--- src/rtl/mmu_dcache_req_sched_if.sv ---
// E1 request bus between the scheduler and the MMU/D$ access slot.
// Latency: none (wires only).
// Backpressure: dcache_e1_grant_i_s from the D$ accepts the offered request.
// Ports: master = scheduler (drives req/addr/size/opc, samples grant);
//        slave  = MMU/D$ (samples request, drives grant).
interface mmu_dcache_req_sched_if #(
  parameter int ADDR_W = 41,
  parameter int OPC_W  = 4
);
  logic              e1_dcache_req_m;
  logic [ADDR_W-1:0] e1_dcache_virt_addr_m;
  logic [3:0]        e1_dcache_size_m;
  logic [OPC_W-1:0]  e1_dcache_opc_m;
  logic              dcache_e1_grant_i_s;

  modport master (
    output e1_dcache_req_m,
    output e1_dcache_virt_addr_m,
    output e1_dcache_size_m,
    output e1_dcache_opc_m,
    input  dcache_e1_grant_i_s
  );

  modport slave (
    input  e1_dcache_req_m,
    input  e1_dcache_virt_addr_m,
    input  e1_dcache_size_m,
    input  e1_dcache_opc_m,
    output dcache_e1_grant_i_s
  );
endinterface

--- src/rtl/mmu_dcache_req_sched.sv ---
// Schedules LSU (proc) and page-table-walker accesses onto the single E1 MMU/D$ slot.
// Latency: ack in the E1 grant cycle, trap one cycle later, done two cycles later (no stalls).
// Backpressure: E1 is offered only when E2 can take it; a refused request is locked to its owner.
// Ports: clock/reset; p_* proc requester; w_* walker requester; e1 = E1 bus (interface, master);
//        e2_stall_m / e2_trap_any_i = MMU E2 status; dcache_e3_stall_i_s = D$ E3 stall.
// Optional: define MMU_DCACHE_SCHED_PERF_EN to add perf_issue_cnt_o / perf_hold_cnt_o.
module mmu_dcache_req_sched #(
  parameter int ADDR_W     = 41,
  parameter int OPC_W      = 4,
  parameter int STARVE_MAX = 4
) (
  input  logic              clock,
  input  logic              reset,
  input  logic              p_req_i,
  input  logic [ADDR_W-1:0] p_addr_i,
  input  logic [3:0]        p_size_i,
  input  logic [OPC_W-1:0]  p_opc_i,
  output logic              p_ack_o,
  output logic              p_done_o,
  output logic              p_trap_o,
  input  logic              w_req_i,
  input  logic [ADDR_W-1:0] w_addr_i,
  input  logic [3:0]        w_size_i,
  input  logic [OPC_W-1:0]  w_opc_i,
  output logic              w_ack_o,
  output logic              w_done_o,
  output logic              w_trap_o,
  mmu_dcache_req_sched_if.master e1,
  input  logic              e2_stall_m,
  input  logic              e2_trap_any_i,
  input  logic              dcache_e3_stall_i_s
`ifdef MMU_DCACHE_SCHED_PERF_EN
  ,
  output logic [31:0]       perf_issue_cnt_o,
  output logic [31:0]       perf_hold_cnt_o
`endif
);

  typedef enum logic {OWN_P = 1'b0, OWN_W = 1'b1} owner_e;
  localparam logic [3:0] STARVE_LIM = 4'(STARVE_MAX);

  logic   lock_vld_q, lock_vld_d;
  owner_e lock_own_q, lock_own_d;
  logic   e2_vld_q, e2_vld_d;
  owner_e e2_own_q, e2_own_d;
  logic   e3_vld_q, e3_vld_d;
  owner_e e3_own_q, e3_own_d;
  logic [3:0] starve_q, starve_d;

  logic   e3_adv, e3_free, e2_adv, e2_kill, e2_free;
  owner_e win;
  logic   win_req, e1_req, xfer;

  always_comb begin
    e3_adv  = e3_vld_q & ~dcache_e3_stall_i_s;
    e3_free = ~e3_vld_q | e3_adv;
    e2_adv  = e2_vld_q & ~e2_stall_m & e3_free;
    e2_kill = e2_adv & e2_trap_any_i;
    e2_free = ~e2_vld_q | e2_adv;

    // A locked request keeps its owner until granted; otherwise proc has priority
    // unless the walker has been passed over STARVE_MAX times in a row.
    if (lock_vld_q)                                          win = lock_own_q;
    else if (p_req_i && !(w_req_i && starve_q == STARVE_LIM)) win = OWN_P;
    else if (w_req_i)                                        win = OWN_W;
    else                                                     win = OWN_P;

    win_req = (win == OWN_W) ? w_req_i : p_req_i;
    // Gating with reset keeps every output low while reset is held, even if
    // the requesters are still driving their request lines.
    e1_req  = win_req & e2_free & reset;
    xfer    = e1_req & e1.dcache_e1_grant_i_s;
  end

  assign e1.e1_dcache_req_m       = e1_req;
  assign e1.e1_dcache_virt_addr_m = !e1_req ? '0 : (win == OWN_W) ? w_addr_i : p_addr_i;
  assign e1.e1_dcache_size_m      = !e1_req ? '0 : (win == OWN_W) ? w_size_i : p_size_i;
  assign e1.e1_dcache_opc_m       = !e1_req ? '0 : (win == OWN_W) ? w_opc_i  : p_opc_i;

  assign p_ack_o  = xfer & (win == OWN_P);
  assign w_ack_o  = xfer & (win == OWN_W);
  assign p_done_o = e3_adv & (e3_own_q == OWN_P);
  assign w_done_o = e3_adv & (e3_own_q == OWN_W);
  assign p_trap_o = e2_kill & (e2_own_q == OWN_P);
  assign w_trap_o = e2_kill & (e2_own_q == OWN_W);

  always_comb begin
    lock_vld_d = lock_vld_q;
    lock_own_d = lock_own_q;
    e2_vld_d   = e2_vld_q;
    e2_own_d   = e2_own_q;
    e3_vld_d   = e3_vld_q;
    e3_own_d   = e3_own_q;
    starve_d   = starve_q;

    // E3: a surviving E2 access replaces whatever retires this cycle.
    if (e2_adv && !e2_trap_any_i) begin
      e3_vld_d = 1'b1;
      e3_own_d = e2_own_q;
    end else if (e3_adv) begin
      e3_vld_d = 1'b0;
    end

    if (xfer) begin
      e2_vld_d = 1'b1;
      e2_own_d = win;
    end else if (e2_adv) begin
      e2_vld_d = 1'b0;
    end

    if (xfer) begin
      lock_vld_d = 1'b0;
    end else if (e1_req) begin
      lock_vld_d = 1'b1;
      lock_own_d = win;
    end

    if (!w_req_i || (xfer && win == OWN_W)) begin
      starve_d = 4'd0;
    end else if (xfer && starve_q != STARVE_LIM) begin
      starve_d = starve_q + 4'd1;
    end
  end

  always_ff @(posedge clock or negedge reset) begin
    if (!reset) begin
      lock_vld_q <= 1'b0;
      lock_own_q <= OWN_P;
      e2_vld_q   <= 1'b0;
      e2_own_q   <= OWN_P;
      e3_vld_q   <= 1'b0;
      e3_own_q   <= OWN_P;
      starve_q   <= 4'd0;
    end else begin
      lock_vld_q <= lock_vld_d;
      lock_own_q <= lock_own_d;
      e2_vld_q   <= e2_vld_d;
      e2_own_q   <= e2_own_d;
      e3_vld_q   <= e3_vld_d;
      e3_own_q   <= e3_own_d;
      starve_q   <= starve_d;
    end
  end

`ifdef MMU_DCACHE_SCHED_PERF_EN
  logic [31:0] perf_issue_q, perf_issue_d;
  logic [31:0] perf_hold_q, perf_hold_d;

  always_comb begin
    perf_issue_d = perf_issue_q;
    perf_hold_d  = perf_hold_q;
    if (xfer && perf_issue_q != 32'hFFFF_FFFF) perf_issue_d = perf_issue_q + 32'd1;
    if (e1_req && !e1.dcache_e1_grant_i_s && perf_hold_q != 32'hFFFF_FFFF)
      perf_hold_d = perf_hold_q + 32'd1;
  end

  always_ff @(posedge clock or negedge reset) begin
    if (!reset) begin
      perf_issue_q <= 32'd0;
      perf_hold_q  <= 32'd0;
    end else begin
      perf_issue_q <= perf_issue_d;
      perf_hold_q  <= perf_hold_d;
    end
  end

  assign perf_issue_cnt_o = perf_issue_q;
  assign perf_hold_cnt_o  = perf_hold_q;
`endif

endmodule
--- src/flat_wrapper.sv ---
// flat-port wrapper written by rule: the top's interface ports become plain ports
module mmu_dcache_req_sched_flat 
#(
  parameter int ADDR_W     = 41,
  parameter int OPC_W      = 4,
  parameter int STARVE_MAX = 4
)
  (clock, reset, p_req_i, p_addr_i, p_size_i, p_opc_i, p_ack_o, p_done_o, p_trap_o, w_req_i, w_addr_i, w_size_i, w_opc_i, w_ack_o, w_done_o, w_trap_o, e2_stall_m, e2_trap_any_i, dcache_e3_stall_i_s, e1_e1_dcache_req_m, e1_e1_dcache_virt_addr_m, e1_e1_dcache_size_m, e1_e1_dcache_opc_m, e1_dcache_e1_grant_i_s);
  mmu_dcache_req_sched_if #(.ADDR_W(ADDR_W), .OPC_W(OPC_W)) e1_i ();
  input  logic clock;
  input  logic reset;
  input  logic p_req_i;
  input  logic [ADDR_W-1:0] p_addr_i;
  input  logic [3:0] p_size_i;
  input  logic [OPC_W-1:0] p_opc_i;
  output logic p_ack_o;
  output logic p_done_o;
  output logic p_trap_o;
  input  logic w_req_i;
  input  logic [ADDR_W-1:0] w_addr_i;
  input  logic [3:0] w_size_i;
  input  logic [OPC_W-1:0] w_opc_i;
  output logic w_ack_o;
  output logic w_done_o;
  output logic w_trap_o;
  input  logic e2_stall_m;
  input  logic e2_trap_any_i;
  input  logic dcache_e3_stall_i_s;
  output wire logic [$bits(e1_i.e1_dcache_req_m)-1:0] e1_e1_dcache_req_m;
  output wire logic [$bits(e1_i.e1_dcache_virt_addr_m)-1:0] e1_e1_dcache_virt_addr_m;
  output wire logic [$bits(e1_i.e1_dcache_size_m)-1:0] e1_e1_dcache_size_m;
  output wire logic [$bits(e1_i.e1_dcache_opc_m)-1:0] e1_e1_dcache_opc_m;
  input wire logic [$bits(e1_i.dcache_e1_grant_i_s)-1:0] e1_dcache_e1_grant_i_s;
  assign e1_e1_dcache_req_m = e1_i.e1_dcache_req_m;
  assign e1_e1_dcache_virt_addr_m = e1_i.e1_dcache_virt_addr_m;
  assign e1_e1_dcache_size_m = e1_i.e1_dcache_size_m;
  assign e1_e1_dcache_opc_m = e1_i.e1_dcache_opc_m;
  assign e1_i.dcache_e1_grant_i_s = e1_dcache_e1_grant_i_s;
  mmu_dcache_req_sched #(.ADDR_W(ADDR_W), .OPC_W(OPC_W), .STARVE_MAX(STARVE_MAX)) u_core (.clock(clock), .reset(reset), .p_req_i(p_req_i), .p_addr_i(p_addr_i), .p_size_i(p_size_i), .p_opc_i(p_opc_i), .p_ack_o(p_ack_o), .p_done_o(p_done_o), .p_trap_o(p_trap_o), .w_req_i(w_req_i), .w_addr_i(w_addr_i), .w_size_i(w_size_i), .w_opc_i(w_opc_i), .w_ack_o(w_ack_o), .w_done_o(w_done_o), .w_trap_o(w_trap_o), .e1(e1_i), .e2_stall_m(e2_stall_m), .e2_trap_any_i(e2_trap_any_i), .dcache_e3_stall_i_s(dcache_e3_stall_i_s));
endmodule
--- config.mk ---
export PLATFORM = sky130hd
export DESIGN_NAME = mmu_dcache_req_sched_flat
export DESIGN_NICKNAME = d
export VERILOG_FILES = /design/src/rtl/mmu_dcache_req_sched_if.sv /design/src/rtl/mmu_dcache_req_sched.sv /design/src/flat_wrapper.sv
export SDC_FILE = /design/constraint.sdc
export NUM_CORES = 1
export LEC_CHECK = 0
export ABC_CLOCK_PERIOD_IN_PS = 5400
export BUFFER_PORTS_ARGS = -buffer_cell sky130_fd_sc_hd__buf_2
export CAP_MARGIN = 10
export CORE_ASPECT_RATIO = 0.9
export CORE_UTILIZATION = 36
export DETAILED_ROUTE_END_ITERATION = 10
export PLACE_DENSITY = 0.95
export SLEW_MARGIN = 20
export SYNTH_ARGS = -nofsm -noshare
export SYNTH_HDL_FRONTEND = slang
export SYNTH_SLANG_ARGS = --single-unit
--- constraint.sdc ---
create_clock -name clock -period 5.4 [get_ports clock]
set_input_delay 0.54 -clock clock [delete_from_list [all_inputs] [get_ports clock]]
set_output_delay 0.54 -clock clock [all_outputs]
set_load 0.01 [all_outputs]
==> results of run 1 <==
[final cells by class]
| type | count | area [um2] |
|---|---|---|
| well taps | 44 | 55.1 |
| flip-flops and latches | 10 | 250 |
| repair buffers | 163 | 821 |
| clock buffers | 4 | 55.1 |
| inverters | 6 | 22.5 |
| multi-input cells | 149 | 1050 |
| fillers | 295 | 1250 |
[power groups by stage]
stage               Sequential (mW)  Combinational [mW]  Clock [mW]
global placement              0.108               0.355           0
CTS                           0.108               0.367      0.0950
floorplan                     0.104               0.247           0
global route                  0.112               0.399       0.101
detailed placement            0.109               0.366           0
finish                        0.109               0.364      0.0960
[synthesized netlist by cell type (all sizes together), types with 2 or more instances]
library cell / count / area share [%]
a211o: 2 / 1.4
a21oi: 6 / 2.5
and3b: 2 / 1.3
buf: 11 / 4.0
dfrtp: 10 / 18
ha: 2 / 1.8
inv: 5 / 1.4
mux2: 3 / 2.5
mux2i: 50 / 37
nand2: 3 / 0.82
nand3: 4 / 1.5
nor2: 54 / 15
nor3: 2 / 0.73
o21ai: 4 / 1.7
o31ai: 4 / 2.2
or4: 3 / 1.9
[metrics by stage]
step                worst slack, ns  util [%]  instance area [um2]
floorplan                      3.26         -                 1370
global placement               2.24      62.7                 2200
detailed placement             2.11      62.7                 2200
CTS                            1.86      64.3                 2250
global route                   1.65      64.3                 2250
finish                         1.88      64.3                 2250
[cells in the final DEF, fill, tap and decap left out, types with 3 or more instances in the layout]
master,n
clkbuf_8,4
dfrtp_1,10
nand3_1,4
buf_2,161
inv_1,4
o31ai_1,4
nand2_1,3
a21oi_1,4
mux2i_1,50
nor2_1,54
[kinds of logic after synthesis]
logic type	after synthesis	synth area share, %
AND/OR/NAND/NOR	72	23.0
multiplexers	53	39.0
flip-flops	10	18.3
buffers and inverters	18	5.93
adder cells (fa/ha/maj)	2	1.83
AO/OA/AOI/OAI	22	12.0
[state kept, by name, indices dropped and copies added (netlist names)]
signal,flops
u_core.e3_vld_q,1
u_core.e3_own_q,1
u_core.lock_own_q,1
u_core.lock_vld_q,1
u_core.e2_own_q,1
u_core.e2_vld_q,1
u_core.starve_q,4
[worst max-delay path, stage by stage, from the launching register on]
cell and delay (ns):
dfrtp_1 0.40, inv_1 0.11, ha_1 0.17, nand3b_1 0.19
a21oi_4 0.83, buf_4 0.52, mux2i_1 0.32, nor2_1 0.06
buf_2 0.14
[routing by layer]
metal / vias up / track usage, % / share of wire (%)
met5: - / 0 / 0
met4: 0 / 9.42 / 2.1
met3: 12 / 5.26 / 6.7
met2: 100 / 40.6 / 52
met1: 860 / 26.7 / 39
li1: 929 / - / -
[worst max path at each step]
stage | start | endpoint | slack, ns | cells after the start
finish | u_core.starve_q[0]$_DFFE_PN0P_ | e1_e1_dcache_virt_addr_m[10] | 1.88 | 8
global route | u_core.starve_q[0]$_DFFE_PN0P_ | e1_e1_dcache_virt_addr_m[10] | 1.65 | 8
CTS | u_core.starve_q[0]$_DFFE_PN0P_ | e1_e1_dcache_virt_addr_m[10] | 1.86 | 8
detailed placement | u_core.starve_q[0]$_DFFE_PN0P_ | e1_e1_dcache_virt_addr_m[10] | 2.11 | 8
global placement | u_core.starve_q[0]$_DFFE_PN0P_ | e1_e1_dcache_virt_addr_m[4] | 2.24 | 8
floorplan | p_req_i | e1_e1_dcache_opc_m[0] | 3.26 | 6
==> impl_metrics.toml, run 1 <==
[clock_network]
cts.path.max_buffers = 2
cts_htree_levels = 1
clkTransAtPathRegs_ns = 0.06
cts.sinks = 10
postCtsSetupBuffers = 0
cts_tree = "done"
cts-root-buf = "clkbuf_8"
cts_buffers = 3
cts-resized-gates = 0
postCtsHoldBufs = 0
clock_latency_ns = 0.24

[power]
intPower_uw = 323
sw_frac_of_total_pct = 43.2
pwr-share-seq_pct = 19.1
pwr-share-clk_pct = 16.9
p_total_uw = 569
leakage_nw = 1.25
p_per_area_nw_per_um2 = 253
switchingPower_uw = 246
comb_power_share_pct = 64.0
peakVddDrop_mv = 0.121

[layout]
diodes = 0
layout.cells.non_filler = 376
final_nets = 441
area_growth_pct = 64.5
layout-drive-gt1-share_pct = 53.0

[worst_setup_path]
path_class = "flop to primary output"
r2r-end = "u_core.starve_q[3]$_DFFE_PN0P_"
cp.required_ns = 4.86
start_kind = "flop"
r2r_slack_ns = 3.35
arrival_ns = 2.98
r2r_start = "u_core.starve_q[0]$_DFFE_PN0P_"
setup.worst_path.end_class = "primary output"
reg2reg_depth = 6
cp_max_fo = 27

[floorplan]
die_area_um2 = 4060
die_h_um = 60.5
start_util_pct = 39.1
ios = 162
dieWidth_um = 67.0
core_um2 = 3500
fp-row-count = 20

[timing]
finalCritPeriodShare_pct = 65.1
hold_viol = 0
fmax_mhz = 284
skew_ns = 0.00799
relSlewSlack_pct = 34.0
finalSetupViolations = 0
period_needed_ns = 3.52
rsz0062_at_grt = "false"
fin_tns_setup_ns = 0
worstMarginPinSlew_ns = 0.987
maxSlewViolCount = 0
hold-worst-slack_ns = 0.174

[routing]
drt_iter0_markers = 99
via_per_inst = 5.06
drc = 0
antenna_left = 0
detail_route.wirelength_um = 4930
via_count = 1901
post_drt_wl_per_cell_um = 13.1
drt-pass1-iter-count = 4

[synth]
syn_inst = 177
yosys_warnings = 0
synth.distinct_cells = 35
synth-seq-cells = 10
yosysSeqAreaShare_pct = 18.3
synth_area_um2 = 1370
synth-edff-count = 0
syn_area_per_cell_um2 = 7.74
synth_nets = 285
synthFlopType = "dfrtp_1"
async_reset_ff_share_pct = 100

[hold_path]
hold_class = "input port to async pin"

[placement]
hpwl_um = 4070
io_buffer_count = 161
gp_congestion = 0.869
dp.cells = 372

[global_route]
grt_pass1_vias = 1607
antenna_found_initial = 0
grtUsageTotal_pct = 22.9
grt.overflow.total = 0
grt_pass1_wl_um = 7100
grt_max_degree = 34

[status]
status = "completed"

[flow_run]
max_cap_violations = 0
Power figures use the tool's default switching activity.
==> inputs of run 2 (changes only) <==
- ABC_AREA: unset -> 1
- ABC_CLOCK_PERIOD_IN_PS: 5400 -> 3400
- CORE_UTILIZATION: 36 -> 33
- PLACE_DENSITY: 0.95 -> 0.92
- clock period: 5.4 -> 3.4 ns (I/O delays scaled with it)
==> impl_metrics.toml, run 2 <==
[layout]
top_register = "u_core.starve_q"
final_nets = 502
diodes = 0
largest_reg_flops = 4
final_cell_mix = "161 x buf_2, 115 x nand2_1, 49 x a21oi_1, 13 x inv_1, 10 x dfrtp_1"
area_growth_pct = 60.4
final_common_cell = "buf_2"
layout-drive-gt1-share_pct = 45.8
num-fill-cells = 372

[power]
peakVddDrop_mv = 0.221
pwr-share-seq_pct = 18.5
intPower_uw = 464
sw_frac_of_total_pct = 48.8
leakage_nw = 1.38
pwr-share-clk_pct = 16.1
switchingPower_uw = 442
comb_power_share_pct = 65.4
p_per_area_nw_per_um2 = 418

[routing]
via_count = 2052
drc = 0
post_drt_wl_per_cell_um = 10.9
antenna_left = 0
via_per_inst = 4.67
drt_iter0_markers = 75
drt-pass1-iter-count = 4
detail_route.wirelength_um = 4800

[hold_path]
hold_class = "input port to flop"

[synth]
synth_compound_area_share_pct = 21.2
yosys_warnings = 0
yosysSeqAreaShare_pct = 18.5
synth_top_area_share_pct = 31.9
synthMuxAreaShare_pct = 0
synth-seq-cells = 10
synth-edff-count = 0
synth_nets = 349
synthFlopType = "dfrtp_1"
synth_top_area_cell = "nand2_1"
syn_inst = 241
ys_top_cells_by_area = "nand2_1 32%, dfrtp_1 19%, a21oi_1 18%"
synthSimpleGateAreaFrac_pct = 43.9
synth.distinct_cells = 23
async_reset_ff_share_pct = 100
synth_area_um2 = 1350
syn_area_per_cell_um2 = 5.61
synthAdderAreaFrac_pct = 1.85
synthTopCellsByCount = "115 x nand2_1, 49 x a21oi_1, 13 x inv_1, 10 x dfrtp_1, 8 x buf_2"
synth_xor_area_share_pct = 1.30
yosysMostFrequentCell = "nand2_1"
synth_top_family_by_area = "simple AND/OR/NAND/NOR gates"

[worst_setup_path]
cp_max_fo = 51
arrival_ns = 2.64
setup.worst_path.end_class = "primary output"
cp.required_ns = 3.06
path_class = "input port to primary output"
start_kind = "input port"

[timing]
fin_tns_setup_ns = 0
setup_ws_ns = 0.425
rsz0062_at_grt = "false"
finalSetupViolations = 0
hold_viol = 0
worstMarginPinSlew_ns = 0.940
maxSlewViolCount = 0
finalCritPeriodShare_pct = 87.5
skew_ns = 0.00377
fmax_mhz = 336
relSlewSlack_pct = 37.1
period_needed_ns = 2.98

[clock_network]
cts_htree_levels = 1
cts.sinks = 10
cts-root-buf = "clkbuf_8"
clkTransAtPathRegs_ns = 0.04
cts.path.max_buffers = 2
postCtsSetupBuffers = 0
postCtsHoldBufs = 1
clock_latency_ns = 0.24
cts-resized-gates = 0
cts_buffers = 3
cts_tree = "done"

[floorplan]
die_h_um = 62.7
core_um2 = 3810
dieWidth_um = 69.5
die_area_um2 = 4360
ios = 162
fp-row-count = 21
start_util_pct = 35.5

[placement]
gp_congestion = 0.851
dpl_worst_slack_ns = 0.897
io_buffer_count = 161
hpwl_um = 3640

[status]
status = "completed"

[flow_run]
max_cap_violations = 0

[global_route]
antenna_found_initial = 0
grt_pass1_wl_um = 7640
grt_max_degree = 52
grtUsageTotal_pct = 21.4
grt_pass1_vias = 1790
grt.overflow.total = 0
run 2: critical path, stage by stage:
cell,delay (ns)
dlygate4sd3_1,0.52
buf_2,0.25
o21ai_1,0.12
nor2_2,0.23
nand2_2,0.56
a21oi_1,0.42
buf_2,0.19
run 2: worst paths after layout:
| kind | startpoint | endpoint | slack (ns) | cells after the start |
|---|---|---|---|---|
| worst max-delay path | reset | e1_e1_dcache_virt_addr_m[0] | 0.42 | 7 |
| worst min-delay path | e2_trap_any_i | u_core.e3_vld_q$_DFFE_PN0P_ | 0.34 | 2 |
| worst max register to register | u_core.starve_q[0]$_DFFE_PN0P_ | u_core.lock_own_q$_DFFE_PN0P_ | 1.22 | 10 |
| worst min register to register | u_core.lock_own_q$_DFFE_PN0P_ | u_core.lock_own_q$_DFFE_PN0P_ | 0.51 | 2 |
| max in group asynchronous | reset | u_core.e3_own_q$_DFFE_PN0P_ | 2.70 | 2 |
| min in group asynchronous | reset | u_core.starve_q[0]$_DFFE_PN0P_ | 0.50 | 2 |
run 2: layout make-up:
type,count,area (um2),area share (%)
Clock buffer,4,55.1,2.54
Inverter,16,60.1,2.77
Multi-Input combinational cell,200,923,42.6
Sequential cell,10,250,11.5
Tap cell,46,57.6,2.65
Timing Repair Buffer,163,823,37.9
run 2: logic make-up after synthesis:
logic type | after synthesis
xor+xnor | 2
buf+inv | 31
simple gates | 140
compound gates | 56
flops | 10
fa+ha+maj | 2
run 2: layer usage:
metal	track usage (%)	routed length, um	vias up
met5	0	0	-
met4	9.44	73	0
met3	5.16	358	9
met2	41.0	2480	93
met1	21.8	1890	877
li1	-	-	1073
run 2: through the flow:
step | cells | util [%] | cell area (um2) | power, mW | hold slack, ns
2_1_floorplan | 241 | - | 1350 | 0.587 | 0.0444
3_3_place_gp | 434 | 55.2 | 2100 | 0.745 | 0.214
3_5_place_dp | 434 | 55.2 | 2100 | 0.763 | 0.217
4_1_cts | 439 | 56.9 | 2170 | 0.916 | 0.338
5_1_grt | 439 | 56.9 | 2170 | 1.00 | 0.341
6_report | 439 | 56.9 | 2170 | 0.906 | 0.342
run 2: power by group through the flow:
stage	combinational, mW	clock, mW	sequential (mW)
2_1_floorplan	0.424	0	0.163
3_3_place_gp	0.579	0	0.166
3_5_place_dp	0.594	0	0.169
4_1_cts	0.597	0.151	0.168
5_1_grt	0.669	0.160	0.171
6_report	0.593	0.146	0.168
==> inputs of run 3 (changes only) <==
- ABC_CLOCK_PERIOD_IN_PS: 3400 -> 3490
- CORE_UTILIZATION: 33 -> 36
- PLACE_DENSITY: 0.92 -> 0.95
- clock period: 3.4 -> 3.49 ns (I/O delays scaled with it)
==> impl_metrics.toml, run 3 (synthesis gave the netlist of run 2 again) <==
[status]
status = "completed"

[worst_setup_path]
cp_max_fo = 51
setup.worst_path.end_class = "primary output"
path_class = "flop to primary output"
arrival_ns = 2.64
cp.required_ns = 3.14
start_kind = "flop"

[power]
p_total_uw = 845
peakVddDrop_mv = 0.327
p_per_area_nw_per_um2 = 394
leakage_nw = 1.36

[clock_network]
clkTransAtPathRegs_ns = 0.05
clock_latency_ns = 0.23
cts-resized-gates = 0
cts-root-buf = "clkbuf_8"
cts.sinks = 10
cts_buffers = 3
cts_tree = "done"
cts_htree_levels = 1
cts.path.max_buffers = 2

[layout]
diodes = 0
multi_input_area_um2 = 923
layout-drive-gt1-share_pct = 45.5
final_nets = 501
register_area_um2 = 250
num-fill-cells = 339
final_cell_mix = "161 x buf_2, 115 x nand2_1, 49 x a21oi_1, 13 x inv_1, 10 x dfrtp_1"
utilization_pct = 61.7
top_register = "u_core.starve_q"
area_growth_pct = 58.6
largest_reg_flops = 4
final_common_cell = "buf_2"

[global_route]
grt_max_degree = 52
antenna_found_initial = 0
grt_pass1_wl_um = 6660
grt_pass1_vias = 1689
grtUsageTotal_pct = 21.4
grt.overflow.total = 0

[flow_run]
max_cap_violations = 0

[floorplan]
core_um2 = 3480
fp-row-count = 20
die_h_um = 60.2
start_util_pct = 38.9
ios = 162
die_area_um2 = 4010
dieWidth_um = 66.6

[timing]
worstMarginPinSlew_ns = 0.903
finalCritPeriodShare_pct = 85.6
period_needed_ns = 2.99
hold_viol = 0
fin_tns_setup_ns = 0
setup_ws_ns = 0.502
rsz0062_at_grt = "false"
relSlewSlack_pct = 39.6
finalSetupViolations = 0
skew_ns = 0.00419
hold-worst-slack_ns = 0.359
maxSlewViolCount = 0
fmax_mhz = 335

[routing]
detail_route.wirelength_um = 4690
drc = 0
via_per_inst = 4.74
drt-pass1-iter-count = 4
post_drt_wl_per_cell_um = 10.8
drt_iter0_markers = 65
via_count = 2064
antenna_left = 0

[placement]
dpl_worst_slack_ns = 0.744
gp_congestion = 0.898
io_buffer_count = 161
hpwl_um = 3630

[hold_path]
hold_class = "input port to flop"
==> run 3: changes by cell type in the layout (fill, tap and decap cells not counted) <==
cell,delta
buf_4,-1
clkbuf_8,-1
==> run 3: worst max-delay path, cell delays in order, from the launching register on <==
cell	delay [ns]
dfrtp_1	0.39
inv_1	0.08
ha_1	0.21
nand3_2	0.09
nand2_1	0.07
nand2_2	0.09
nand2_4	0.29
inv_2	0.70
nand2_1	0.12
a21oi_1	0.16
buf_2	0.17
==> run 3: through the flow <==
| stage | cell area (um2) | std cells |
|---|---|---|
| after global routing | 2150 | 435 |
| after global placement | 2090 | 431 |
| final | 2150 | 435 |
| after detailed placement | 2090 | 431 |
| after CTS | 2150 | 435 |
| after floorplan | 1350 | 241 |
==> run 3: path summary, 6_finish.rpt <==
check                                               startpoint                             end  slack [ns]  cells past startpoint
max in group asynchronous                                reset     u_core.e3_own_q$_DFFE_PN0P_        2.77                      2
worst max register to register  u_core.starve_q[0]$_DFFE_PN0P_   u_core.lock_own_q$_DFFE_PN0P_        1.27                      8
min in group asynchronous                                reset  u_core.starve_q[3]$_DFFE_PN0P_        0.51                      2
worst min-delay path                             e2_trap_any_i     u_core.e3_vld_q$_DFFE_PN0P_        0.36                      2
worst max-delay path            u_core.starve_q[0]$_DFFE_PN0P_     e1_e1_dcache_virt_addr_m[2]        0.50                     10
worst min register to register   u_core.lock_own_q$_DFFE_PN0P_   u_core.lock_own_q$_DFFE_PN0P_        0.50                      2
==> run 3: area by class of cell <==
type / instances / share of cell area, %
Sequential cell: 10 / 11.7
Tap cell: 44 / 2.57
Inverter: 16 / 2.80
Multi-Input combinational cell: 200 / 43.0
Clock buffer: 3 / 1.92
Timing Repair Buffer: 162 / 38.0
==> run 3: what timing repair did <==
action                                 CTS  global route
buffers inserted                         0             0
endpoints found under the hold margin   10             0
hold buffers                             1             0
==> run 3: where the power goes <==
part	switching, mW	total, mW	internal [mW]
clock	0.0426	0.118	0.0753
combinational	0.360	0.565	0.206
sequential	0.0191	0.162	0.143
total	0.421	0.845	0.424
==> run 3: per-layer routing <==
layer / vias to the layer above / wire length (um) / GRT usage (%)
met5: - / 0 / 0
met4: 0 / 70 / 6.69
met3: 6 / 323 / 4.01
met2: 89 / 2420 / 43.4
met1: 895 / 1880 / 21.6
li1: 1074 / - / -
